## src/rtl/m6809_pkg.sv

```systemverilog
// Shared constants for the 6809 stack push/pull sequencer: opcodes,
// register-file codes, FSM state encoding and small decode helpers.
package m6809_pkg;

  // Stack opcodes
  localparam logic [7:0] OP_PSHS = 8'h34;
  localparam logic [7:0] OP_PULS = 8'h35;
  localparam logic [7:0] OP_PSHU = 8'h36;
  localparam logic [7:0] OP_PULU = 8'h37;

  // Register-file codes driven on reg_sel
  localparam logic [3:0] REG_CC = 4'd0;
  localparam logic [3:0] REG_A  = 4'd1;
  localparam logic [3:0] REG_B  = 4'd2;
  localparam logic [3:0] REG_DP = 4'd3;
  localparam logic [3:0] REG_X  = 4'd4;
  localparam logic [3:0] REG_Y  = 4'd5;
  localparam logic [3:0] REG_U  = 4'd6;
  localparam logic [3:0] REG_S  = 4'd7;
  localparam logic [3:0] REG_PC = 4'd8;

  typedef enum logic [1:0] {
    ST_IDLE   = 2'd0,
    ST_DEAD   = 2'd1,
    ST_ACCESS = 2'd2,
    ST_FINISH = 2'd3
  } state_t;

  // All four stack opcodes share the upper six bits; bit0 = pull, bit1 = U-op.
  function automatic logic is_stack_op(input logic [7:0] op);
    return op[7:2] == OP_PSHS[7:2];
  endfunction

  // Map a post-byte bit index to a register code. Bit 6 names the
  // stack pointer that is NOT the one being used for the transfer.
  function automatic logic [3:0] reg_code(input logic [2:0] idx, input logic op_u);
    logic [3:0] code;
    case (idx)
      3'd6:    code = op_u ? REG_S : REG_U;
      3'd7:    code = REG_PC;
      default: code = {1'b0, idx};
    endcase
    return code;
  endfunction

endpackage

```

## src/rtl/m6809_stack_seq_if.sv

```systemverilog
// Memory bus between the stack sequencer (master) and memory (slave).
//
// Handshake: mem_req is the valid, mem_ack is the ready. A byte transfers
// on a rising edge where both are 1. While mem_req=1 and mem_ack=0 the
// master holds mem_we, mem_addr and mem_wdata stable. mem_rdata is only
// meaningful in the cycle where mem_ack=1 on a read.
interface m6809_stack_seq_if #(
  parameter int ADDR_W = 16
) ();
  logic              mem_req;
  logic              mem_we;
  logic [ADDR_W-1:0] mem_addr;
  logic [7:0]        mem_wdata;
  logic [7:0]        mem_rdata;
  logic              mem_ack;

  modport master (
    output mem_req, mem_we, mem_addr, mem_wdata,
    input  mem_rdata, mem_ack
  );

  modport slave (
    input  mem_req, mem_we, mem_addr, mem_wdata,
    output mem_rdata, mem_ack
  );
endinterface

```

## src/rtl/m6809_stack_pick.sv

```systemverilog
// Combinational priority picker over the remaining post-byte mask.
// dir_down=1 (push) returns the highest set bit, otherwise the lowest.
module m6809_stack_pick (
  input  logic [7:0] mask,
  input  logic       dir_down,
  output logic [2:0] idx,
  output logic       none
);

  // Later loop iterations override earlier ones, giving the priority order.
  always_comb begin
    idx  = 3'd0;
    none = (mask == 8'h00);
    if (dir_down) begin
      for (int i = 0; i < 8; i++) begin
        if (mask[i]) idx = 3'(i);
      end
    end else begin
      for (int i = 7; i >= 0; i--) begin
        if (mask[i]) idx = 3'(i);
      end
    end
  end

endmodule

```

## src/rtl/m6809_stack_seq.sv

```systemverilog
// 6809 PSHS/PULS/PSHU/PULU byte sequencer.
// Optional macro M6809_CYCLE_ACCURATE_EN inserts three dead cycles between
// acceptance and the first access, matching the original 5+n cycle count.
module m6809_stack_seq
  import m6809_pkg::*;
#(
  parameter int ADDR_W   = 16,
  parameter int ACK_WAIT = 1
) (
  input  logic              clk,
  input  logic              reset_b,
  input  logic              start,
  input  logic [7:0]        ir_in,
  input  logic [7:0]        din,
  input  logic [ADDR_W-1:0] s_in,
  input  logic [ADDR_W-1:0] u_in,
  input  logic [7:0]        reg_rdata,
  m6809_stack_seq_if.master mem,
  output logic              busy,
  output logic              done,
  output logic [3:0]        reg_sel,
  output logic              reg_hi,
  output logic              reg_we,
  output logic [7:0]        reg_wdata,
  output logic              sp_we,
  output logic              sp_sel,
  output logic [ADDR_W-1:0] sp_out,
  output state_t            dbg_state
);

  state_t            state_q, state_d;
  logic              op_push_q;   // 1 = push, 0 = pull
  logic              op_u_q;      // 1 = U stack, 0 = S stack
  logic [7:0]        mask_q;      // registers still to transfer
  logic [ADDR_W-1:0] ptr_q;       // working stack pointer
  logic              second_q;    // second byte of a 16-bit register

  logic [2:0]        pick_idx;
  logic              pick_none;
  logic              accept;
  logic              ack_eff;
  logic              req;
  logic              xfer;
  logic              is16;
  logic              byte_last;
  logic [7:0]        mask_rest;
  logic [ADDR_W-1:0] ptr_dec;
  logic [ADDR_W-1:0] ptr_inc;

`ifdef M6809_CYCLE_ACCURATE_EN
  logic [1:0]        dead_cnt_q;
`endif

  m6809_stack_pick u_pick (
    .mask     (mask_q),
    .dir_down (op_push_q),
    .idx      (pick_idx),
    .none     (pick_none)
  );

  assign accept    = (state_q == ST_IDLE) && start && is_stack_op(ir_in);
  assign ack_eff   = (ACK_WAIT != 0) ? mem.mem_ack : 1'b1;
  assign req       = (state_q == ST_ACCESS) && !pick_none;
  assign xfer      = req && ack_eff;
  assign is16      = pick_idx[2];
  assign byte_last = !is16 || second_q;
  assign mask_rest = mask_q & ~(8'h01 << pick_idx);
  assign ptr_dec   = ptr_q - ADDR_W'(1);
  assign ptr_inc   = ptr_q + ADDR_W'(1);

  // FSM state register
  always_ff @(posedge clk or negedge reset_b) begin
    if (!reset_b) state_q <= ST_IDLE;
    else          state_q <= state_d;
  end

  // Latch the request on acceptance, then step pointer and mask per transferred byte
  always_ff @(posedge clk or negedge reset_b) begin
    if (!reset_b) begin
      op_push_q <= 1'b0;
      op_u_q    <= 1'b0;
      mask_q    <= 8'h00;
      ptr_q     <= '0;
      second_q  <= 1'b0;
    end else if (accept) begin
      op_push_q <= ~ir_in[0];
      op_u_q    <= ir_in[1];
      mask_q    <= din;
      ptr_q     <= ir_in[1] ? u_in : s_in;
      second_q  <= 1'b0;
    end else if (xfer) begin
      ptr_q <= op_push_q ? ptr_dec : ptr_inc;
      if (byte_last) begin
        second_q <= 1'b0;
        mask_q   <= mask_rest;
      end else begin
        second_q <= 1'b1;
      end
    end
  end

`ifdef M6809_CYCLE_ACCURATE_EN
  // Count the dead cycles that precede the first access
  always_ff @(posedge clk or negedge reset_b) begin
    if (!reset_b)                 dead_cnt_q <= 2'd0;
    else if (accept)              dead_cnt_q <= 2'd0;
    else if (state_q == ST_DEAD)  dead_cnt_q <= dead_cnt_q + 2'd1;
  end
`endif

  // Next-state decode
  always_comb begin
    state_d = state_q;
    case (state_q)
      ST_IDLE: begin
        if (accept) begin
`ifdef M6809_CYCLE_ACCURATE_EN
          state_d = ST_DEAD;
`else
          state_d = (din == 8'h00) ? ST_FINISH : ST_ACCESS;
`endif
        end
      end
      ST_DEAD: begin
`ifdef M6809_CYCLE_ACCURATE_EN
        if (dead_cnt_q == 2'd2) state_d = (mask_q == 8'h00) ? ST_FINISH : ST_ACCESS;
`else
        state_d = ST_IDLE;
`endif
      end
      ST_ACCESS: begin
        if (pick_none || (xfer && byte_last && (mask_rest == 8'h00))) state_d = ST_FINISH;
      end
      ST_FINISH: state_d = ST_IDLE;
      default:   state_d = ST_IDLE;
    endcase
  end

  // Output decode; everything is zero outside the state that owns it
  always_comb begin
    mem.mem_req   = req;
    mem.mem_we    = req && op_push_q;
    mem.mem_addr  = '0;
    mem.mem_wdata = 8'h00;
    reg_sel       = 4'd0;
    reg_hi        = 1'b0;
    reg_we        = xfer && !op_push_q;
    reg_wdata     = 8'h00;
    busy          = (state_q != ST_IDLE);
    done          = (state_q == ST_FINISH);
    sp_we         = (state_q == ST_FINISH);
    sp_sel        = 1'b0;
    sp_out        = '0;
    dbg_state     = state_q;
    if (req) begin
      mem.mem_addr = op_push_q ? ptr_dec : ptr_q;
      reg_sel      = reg_code(pick_idx, op_u_q);
      // Push stores low then high; pull loads high then low.
      reg_hi       = is16 && (op_push_q ? second_q : !second_q);
      if (op_push_q) mem.mem_wdata = reg_rdata;
    end
    if (reg_we) reg_wdata = mem.mem_rdata;
    if (state_q == ST_FINISH) begin
      sp_sel = op_u_q;
      sp_out = ptr_q;
    end
  end

endmodule
```

## src/flat_wrapper.sv

```systemverilog
// flat-port wrapper written by rule: the top's interface ports become plain ports
module m6809_stack_seq_flat import m6809_pkg::*;
#(
  parameter int ADDR_W   = 16,
  parameter int ACK_WAIT = 1
)
  (clk, reset_b, start, ir_in, din, s_in, u_in, reg_rdata, busy, done, reg_sel, reg_hi, reg_we, reg_wdata, sp_we, sp_sel, sp_out, dbg_state, mem_mem_req, mem_mem_we, mem_mem_addr, mem_mem_wdata, mem_mem_rdata, mem_mem_ack);
  m6809_stack_seq_if #(.ADDR_W(ADDR_W)) mem_i ();
  input  logic clk;
  input  logic reset_b;
  input  logic start;
  input  logic [7:0] ir_in;
  input  logic [7:0] din;
  input  logic [ADDR_W-1:0] s_in;
  input  logic [ADDR_W-1:0] u_in;
  input  logic [7:0] reg_rdata;
  output logic busy;
  output logic done;
  output logic [3:0] reg_sel;
  output logic reg_hi;
  output logic reg_we;
  output logic [7:0] reg_wdata;
  output logic sp_we;
  output logic sp_sel;
  output logic [ADDR_W-1:0] sp_out;
  output state_t dbg_state;
  output wire logic [$bits(mem_i.mem_req)-1:0] mem_mem_req;
  output wire logic [$bits(mem_i.mem_we)-1:0] mem_mem_we;
  output wire logic [$bits(mem_i.mem_addr)-1:0] mem_mem_addr;
  output wire logic [$bits(mem_i.mem_wdata)-1:0] mem_mem_wdata;
  input wire logic [$bits(mem_i.mem_rdata)-1:0] mem_mem_rdata;
  input wire logic [$bits(mem_i.mem_ack)-1:0] mem_mem_ack;
  assign mem_mem_req = mem_i.mem_req;
  assign mem_mem_we = mem_i.mem_we;
  assign mem_mem_addr = mem_i.mem_addr;
  assign mem_mem_wdata = mem_i.mem_wdata;
  assign mem_i.mem_rdata = mem_mem_rdata;
  assign mem_i.mem_ack = mem_mem_ack;
  m6809_stack_seq #(.ADDR_W(ADDR_W), .ACK_WAIT(ACK_WAIT)) u_core (.clk(clk), .reset_b(reset_b), .start(start), .ir_in(ir_in), .din(din), .s_in(s_in), .u_in(u_in), .reg_rdata(reg_rdata), .mem(mem_i), .busy(busy), .done(done), .reg_sel(reg_sel), .reg_hi(reg_hi), .reg_we(reg_we), .reg_wdata(reg_wdata), .sp_we(sp_we), .sp_sel(sp_sel), .sp_out(sp_out), .dbg_state(dbg_state));
endmodule
```

## config.mk

```make
export PLATFORM = sky130hd
export DESIGN_NAME = m6809_stack_seq_flat
export DESIGN_NICKNAME = d
export VERILOG_FILES = /design/src/rtl/m6809_pkg.sv /design/src/rtl/m6809_stack_seq_if.sv /design/src/rtl/m6809_stack_pick.sv /design/src/rtl/m6809_stack_seq.sv /design/src/flat_wrapper.sv
export SDC_FILE = /design/constraint.sdc
export NUM_CORES = 1
export LEC_CHECK = 0
export BUFFER_PORTS_ARGS = -buffer_cell sky130_fd_sc_hd__clkbuf_2
export CAP_MARGIN = 20
export CORE_MARGIN = 2
export CORE_UTILIZATION = 52
export CTS_CLUSTER_SIZE = 12
export DETAILED_ROUTE_END_ITERATION = 7
export GPL_ROUTABILITY_DRIVEN = 0
export PLACE_DENSITY = 0.87
export SYNTH_ARGS = -nofsm -noshare
export SYNTH_HDL_FRONTEND = slang
export SYNTH_HIERARCHICAL = 1
export SYNTH_SLANG_ARGS = --single-unit
```

## constraint.sdc

```tcl
create_clock -name clk -period 5.1 [get_ports clk]
set_clock_uncertainty 0.1 [all_clocks]
set_input_delay 0.765 -clock clk [delete_from_list [all_inputs] [get_ports clk]]
set_output_delay 0.765 -clock clk [all_outputs]
set_load 0.1 [all_outputs]
```

==> results of run 1 <==
[kinds of logic (layout without fill, tap and decap cells)]
| family | Yosys count | count (layout) |
|---|---|---|
| AOI/OAI and AO/OA | 89 | 89 |
| and+or+nand+nor | 196 | 196 |
| buffers and inverters | 44 | 147 |
| xor gates and xnor gates | 20 | 20 |
| adders and majority gates | 4 | 4 |
| DFF | 29 | 29 |
| muxes | 9 | 9 |
[final cells by class]
cell class / count / share of cell area (%)
multi-input combinational: 318 / 55.3
clock inverter: 1 / 0.139
inverter: 6 / 0.624
clock buffer: 7 / 2.67
sequential: 29 / 20.1
tap: 72 / 2.50
timing repair buffer: 133 / 18.7
[Yosys cell counts, types with 2 or more instances]
master and instances:
and3_1 37, nand2_1 37, nor2_1 37, dfrtp_1 29, clkbuf_1 28, o21ai_0 25
a21oi_1 16, nand3_1 12, nor3_1 12, xor2_1 12, nor2b_1 10, mux2i_1 8
xnor2_1 8, a31oi_1 7, nand2b_1 7, a211oi_2 6, buf_2 6, inv_1 6
nor4_1 6, or3_1 6, o211ai_1 5, a32oi_1 4, ha_1 4, nand4_1 4
nor3b_1 4, o21a_1 4, and2_1 3, buf_6 3, nor3_2 3, o22ai_1 3
a211o_1 2, a22oi_1 2, and4_1 2, nor4b_1 2, o21ai_1 2, o311ai_0 2
o31ai_1 2, or2_2 2, or4_1 2, or4_4 2
[registers in the layout, indices dropped and copies added, names as in the netlist]
name              flops
u_core/dbg_state      2
u_core/mask_q         8
u_core/op_push_q      1
u_core/op_u_q         1
u_core/ptr_q         16
u_core/second_q       1
[path summary, 6_finish.rpt]
kind | to | slack [ps] | depth (start not counted)
max | reg_wdata[5] | 600 | 8
min | u_core/op_u_q | 400 | 2
max reg2reg | u_core/mask_q[4] | 1430 | 9
min reg2reg | u_core/op_u_q | 400 | 2
max in group asynchronous | u_core/mask_q[5] | 3990 | 1
min in group asynchronous | u_core/ptr_q[6] | 430 | 1
[metrics by stage]
| step | worst slack (ps) | instances | utilization [%] |
|---|---|---|---|
| 6_report | 600 | 566 | 66.0 |
| 5_1_grt | 346 | 566 | 66.0 |
| 4_1_cts | 635 | 566 | 66.0 |
| 3_5_place_dp | 970 | 558 | 64.1 |
| 3_3_place_gp | 1100 | 558 | 64.1 |
| 2_1_floorplan | 43.6 | 391 | - |
[worst max-delay path, delay by kind of cell (launching register included)]
kind | cells | cell delay (ps)
flops | 1 | 430
simple gates | 6 | 2050
buf+inv | 2 | 850
[routing by layer]
| layer | track usage [%] | wire length (µm) | vias to the layer above |
|---|---|---|---|
| li1 | - | - | 1607 |
| met1 | 37.1 | 3680 | 1549 |
| met2 | 49.9 | 4330 | 228 |
| met3 | 5.68 | 925 | 24 |
| met4 | 11.7 | 189 | 0 |
| met5 | 0 | 0 | - |
[power by group]
group          total, W  internal, W  switching (W)
clock          0.000215     0.000122      0.0000933
combinational  0.000968     0.000260       0.000708
sequential     0.000419     0.000291       0.000128
total           0.00160     0.000672       0.000929
==> run_results.csv, run 1 <==
group,metric,value,unit
setup_path,crit_slowest_cell,"and2_1",
cts,cts_root_buf,"clkbuf_8",
drt,via_per_inst,6.02,
yosys,netlist_top_cells_area,"dfrtp_1 25%, and3_1 7.9%, nand2_1 4.8%, nor2_1 4.8%, o21ai_0 4.3%",
yosys,synth_top_family_by_area,"simple AND/OR/NAND/NOR gates",
cts,cts_tree,"yes",
grt,grt_usage,29.5,%
power_and_ir_drop,fin_total_pwr,0.00160,W
die,dieWidth,78.9,µm
cts,cts_setup_buffers,0,
cts,cts_hold_buffers,0,
drt,via_count,3408,
layout,fin_area,3610,µm²
layout,nets,565,
placement,dp_hpwl,6480,µm
placement,place_area,3510,µm²
setup_path,worstPathRequired,4240,ps
layout,area.sequential,726,µm²
setup_path,path_class,"reg2out",
yosys,ys_ff_latch,29,
yosys,synth_xor_area_share,6.00,%
drt,postRouteAntennaNets,0,
setup_path,cp-end-kind,"output pin",
timing,layout_worst_path_cycle_share,88.2,%
yosys,yosysWarnings,6,
timing,relSlewSlack,45.8,%
drt,drt_wl_total,9120,µm
layout,layout-drive-gt1-share,32.2,%
yosys,synth-compound-area-share,20.4,%
cts,clock_latency,290,ps
placement,portBuffers,129,
cts,clk_path_buf_depth,2,
yosys,yosysUniqueCellTypes,59,
power_and_ir_drop,vdd_drop_max,230,µV
yosys,ys.flop_type,"dfrtp_1",
cts,cts-buffers-inserted,5,
die,floorplan.initialDensity,53.3,%
timing,hold_ws,395,ps
layout,nFillCells,481,
timing,max_freq,0.222,GHz
timing,post-route-min-period,4500,ps
grt,grt-ovfl-total,0,
die,die_h,78.9,µm
yosys,synth_area,2920,µm²
yosys,synth_cells,391,
timing,finalHoldViolations,0,
setup_path,crit_start,"u_core/mask_q[4]",
grt,grt_pass1_wl,14600,µm
yosys,synthArstFlopShare,100,%
power_and_ir_drop,power_density,444,nW/µm²
yosys,ys_seq_area_share,24.9,%
job,cap_violations,0,
yosys,yosys.area.top_type_share,24.9,%
drt,dr.pass1.iters,5,
grt,antenna_found_initial,0,
setup_path,crit_chain,"or2_4 -> nor3_2 -> and3_1 -> or3b_1 -> inv_1 -> and2_1 -> and3_1 -> clkbuf_2",
grt,grt_pass1_vias,3200,
timing,setup_tns,0,ps
grt,grt_max_degree,32,
layout,multi_input_area,1990,µm²
die,num_rows,27,
min_path,worstHoldStart,"u_core/op_u_q",
run_status,status,"finished, final reports clean",
yosys,syn_area_per_cell,7.47,µm²
min_path,hold_class,"reg2reg",
layout,layout_common_cells,"129 x clkbuf_2, 37 x nand2_1, 37 x nor2_1, 37 x and3_1, 29 x dfrtp_1",
setup_path,crit_path_start_kind,"flop",
die,io_pins,130,
cts,cts-resized-gates,0,
layout,n_antenna_cell,0,
drt,drtIter0Drc,373,
setup_path,cp_data_arrival_time,3640,ps
timing,worst_slew_pin_slew,814,ps
setup_path,cp_common_cell,"and3_1",
setup_path,path_max_fanout,24,
power_and_ir_drop,p_leak,1.78,nW
layout,final_common_cell,"clkbuf_2",
layout,areaGrowthSynthToFinish,23.7,%
yosys,syn_nets,463,
timing,rsz0062_at_grt,"no",
timing,setup_violations,0,
setup_path,crit-reg2reg-launch,"u_core/mask_q[4]",
cts,clk_pin_slew,70,ps
yosys,synth-edff-count,0,
cts,cts_sinks,29,
yosys,synthAdderAreaFrac,1.71,%
setup_path,max_stage_delay,720,ps
drt,drc,0,
yosys,synth_area_leader_cell,"dfrtp_1",
yosys,synth_simple_gate_area_share,37.0,%
die,die-area,6230,µm²
drt,wire_per_inst,16.1,µm
die,core_region_area,5470,µm²
timing,finalMaxSlewViolations,0,
cts,htree_levels,2,
yosys,muxShareOfSynthArea,3.13,%
Power figures use the tool's default switching activity.
==> run 2: changes to the inputs <==
--- a/config.mk
+++ b/config.mk
@@ -8,11 +8,11 @@
 export BUFFER_PORTS_ARGS = -buffer_cell sky130_fd_sc_hd__clkbuf_2
 export CAP_MARGIN = 20
 export CORE_MARGIN = 2
-export CORE_UTILIZATION = 52
+export CORE_UTILIZATION = 48
 export CTS_CLUSTER_SIZE = 12
 export DETAILED_ROUTE_END_ITERATION = 7
 export GPL_ROUTABILITY_DRIVEN = 0
-export PLACE_DENSITY = 0.87
+export PLACE_DENSITY = 0.81
 export SYNTH_ARGS = -nofsm -noshare
 export SYNTH_HDL_FRONTEND = slang
 export SYNTH_HIERARCHICAL = 1
==> constraint.sdc (replaced) <==
create_clock -name clk -period 5 [get_ports clk]
set_clock_uncertainty 0.1 [all_clocks]
set_input_delay 0.75 -clock clk [delete_from_list [all_inputs] [get_ports clk]]
set_output_delay 0.75 -clock clk [all_outputs]
set_load 0.1 [all_outputs]
==> run 2 against run 1 <==
Against the previous run:
- die area up 7.9%
- cell count up 0.71%
- setup slack improved by 430 ps
- sequential power up 3%
- critical path depth unchanged
- critical path type unchanged
- sequential share of layout area is 0.083 points lower
- register-to-register slack improved by 420 ps
- wire length grew 1.3%
- power is 2.9% higher
==> run_results.csv, run 2 (synthesized netlist as in run 1, its figures left out) <==
group,metric,value,unit
run_status,status,"finished, final reports clean",
placement,portBuffers,129,
grt,antenna_found_initial,0,
setup_path,path_class,"reg2out",
die,floorplan.initialDensity,49.6,%
grt,grt-ovfl-total,0,
cts,cts_root_buf,"clkbuf_8",
die,die_h,82.0,µm
setup_path,cp_common_cell,"and3_1",
timing,finalMaxSlewViolations,0,
layout,multi_input_area,2000,µm²
layout,largest_reg_flops,16,
min_path,hold_class,"reg2reg",
cts,cts_sinks,29,
cts,clock_latency,290,ps
cts,htree_levels,2,
layout,n_antenna_cell,0,
setup_path,worst-path-buf-inv,2,
layout,max_flop_register,"u_core/ptr_q",
timing,worst_slew_pin_slew,801,ps
die,die-area,6720,µm²
setup_path,max_stage_delay,710,ps
cts,clk_pin_slew,70,ps
cts,cts_setup_buffers,0,
job,cap_violations,0,
cts,cts-resized-gates,0,
timing,hold_ws,408,ps
layout,post-route-util,61.6,%
layout,final_common_cell,"clkbuf_2",
layout,nFillCells,552,
setup_path,critPathTopFamily,"simple AND/OR/NAND/NOR gates",
timing,relSlewSlack,46.6,%
grt,grt_max_degree,32,
drt,drtIter0Drc,403,
layout,nets,566,
die,dieWidth,82.0,µm
drt,via_per_inst,6.06,
drt,wire_per_inst,16.2,µm
setup_path,crit_slowest_cell,"and2_1",
timing,layout_worst_path_cycle_share,79.5,%
setup_path,crit_chain,"or2_4 -> nor3_2 -> and3_1 -> or3b_1 -> inv_1 -> and2_1 -> and3_1 -> clkbuf_2",
timing,post-route-min-period,3970,ps
cts,cts-buffers-inserted,5,
power_and_ir_drop,power_density,455,nW/µm²
setup_path,worstPathRequired,4150,ps
grt,grt_usage,28.3,%
die,core_region_area,5890,µm²
power_and_ir_drop,p_leak,1.78,nW
cts,cts_tree,"yes",
timing,finalHoldViolations,0,
setup_path,cp-end-kind,"output pin",
grt,use_met1,35.0,%
grt,grt_pass1_vias,3206,
layout,layout_common_cells,"129 x clkbuf_2, 37 x nand2_1, 37 x nor2_1, 37 x and3_1, 29 x dfrtp_1",
layout,layout-drive-gt1-share,32.5,%
die,io_pins,130,
setup_path,cp_data_arrival_time,3120,ps
cts,cts_hold_buffers,0,
drt,dr.pass1.iters,5,
drt,via_count,3456,
grt,grt_pass1_wl,14700,µm
timing,setup_tns,0,ps
setup_path,crit_path_start_kind,"flop",
power_and_ir_drop,vdd_drop_max,297,µV
timing,setup_violations,0,
cts,clk_path_buf_depth,2,
timing,rsz0062_at_grt,"no",
layout,area.sequential,726,µm²
drt,postRouteAntennaNets,0,
drt,drc,0,
timing,max_freq,0.252,GHz
setup_path,path_max_fanout,24,
grt,met3_usage,5.38,%
die,num_rows,28,
drt,drt_wl_total,9240,µm
grt,grtUsageMet2,48.5,%
grt,busiest_layer,"met2",
placement,dp_hpwl,6700,µm
layout,areaGrowthSynthToFinish,24.2,%
==> run 2: changes by cell type in the layout (fill, tap and decap cells not counted) <==
cell and change:
a21oi_1 -1, a21oi_2 +1, buf_4 +1
==> run 2: path summary, 6_finish.rpt <==
kind	from	cells past startpoint	end	slack, ps
worst min register to register	u_core/op_u_q	2	u_core/op_u_q	410
min in group asynchronous	reset_b	1	u_core/ptr_q[6]	430
worst max-delay path	u_core/mask_q[4]	8	reg_wdata[3]	1030
worst min-delay path	u_core/op_u_q	2	u_core/op_u_q	410
worst max register to register	u_core/mask_q[4]	9	u_core/mask_q[4]	1850
max in group asynchronous	reset_b	1	u_core/op_u_q	3880
==> run 2: layout make-up <==
cell class | instances | area share (%)
flip-flops and latches | 29 | 20.0
clock buffers | 7 | 2.66
repair buffers | 134 | 18.8
inverters | 6 | 0.621
well taps | 75 | 2.59
multi-input cells | 318 | 55.1
clock inverters | 1 | 0.138
==> run 2: tightest hold or removal path: cells and delay by family (launching register included) <==
kind	cells	cell delay, ps
flip-flops	1	360
AND/OR/NAND/NOR	2	120
==> run 2: report_power, final <==
group | total, W | internal, W | switching (W)
combinational | 0.000991 | 0.000267 | 0.000724
sequential | 0.000432 | 0.000296 | 0.000136
clock | 0.000225 | 0.000124 | 0.000100
total | 0.00165 | 0.000688 | 0.000960
==> run 2: per-layer routing <==
| metal | vias up | wire length, µm |
|---|---|---|
| li1 | 1618 | - |
| met1 | 1606 | 3730 |
| met2 | 217 | 4430 |
| met3 | 15 | 909 |
| met4 | 0 | 161 |
| met5 | - | 0 |
==> run 2: stage by stage <==
| stage | instance area (µm²) | setup WS [ps] | total power, W | cells |
|---|---|---|---|---|
| floorplan | 2920 | 119 | 0.00121 | 391 |
| global placement | 3520 | 1490 | 0.00138 | 562 |
| detailed placement | 3520 | 1390 | 0.00140 | 562 |
| CTS | 3620 | 1080 | 0.00163 | 570 |
| global route | 3620 | 828 | 0.00174 | 570 |
| finish | 3620 | 1030 | 0.00165 | 570 |
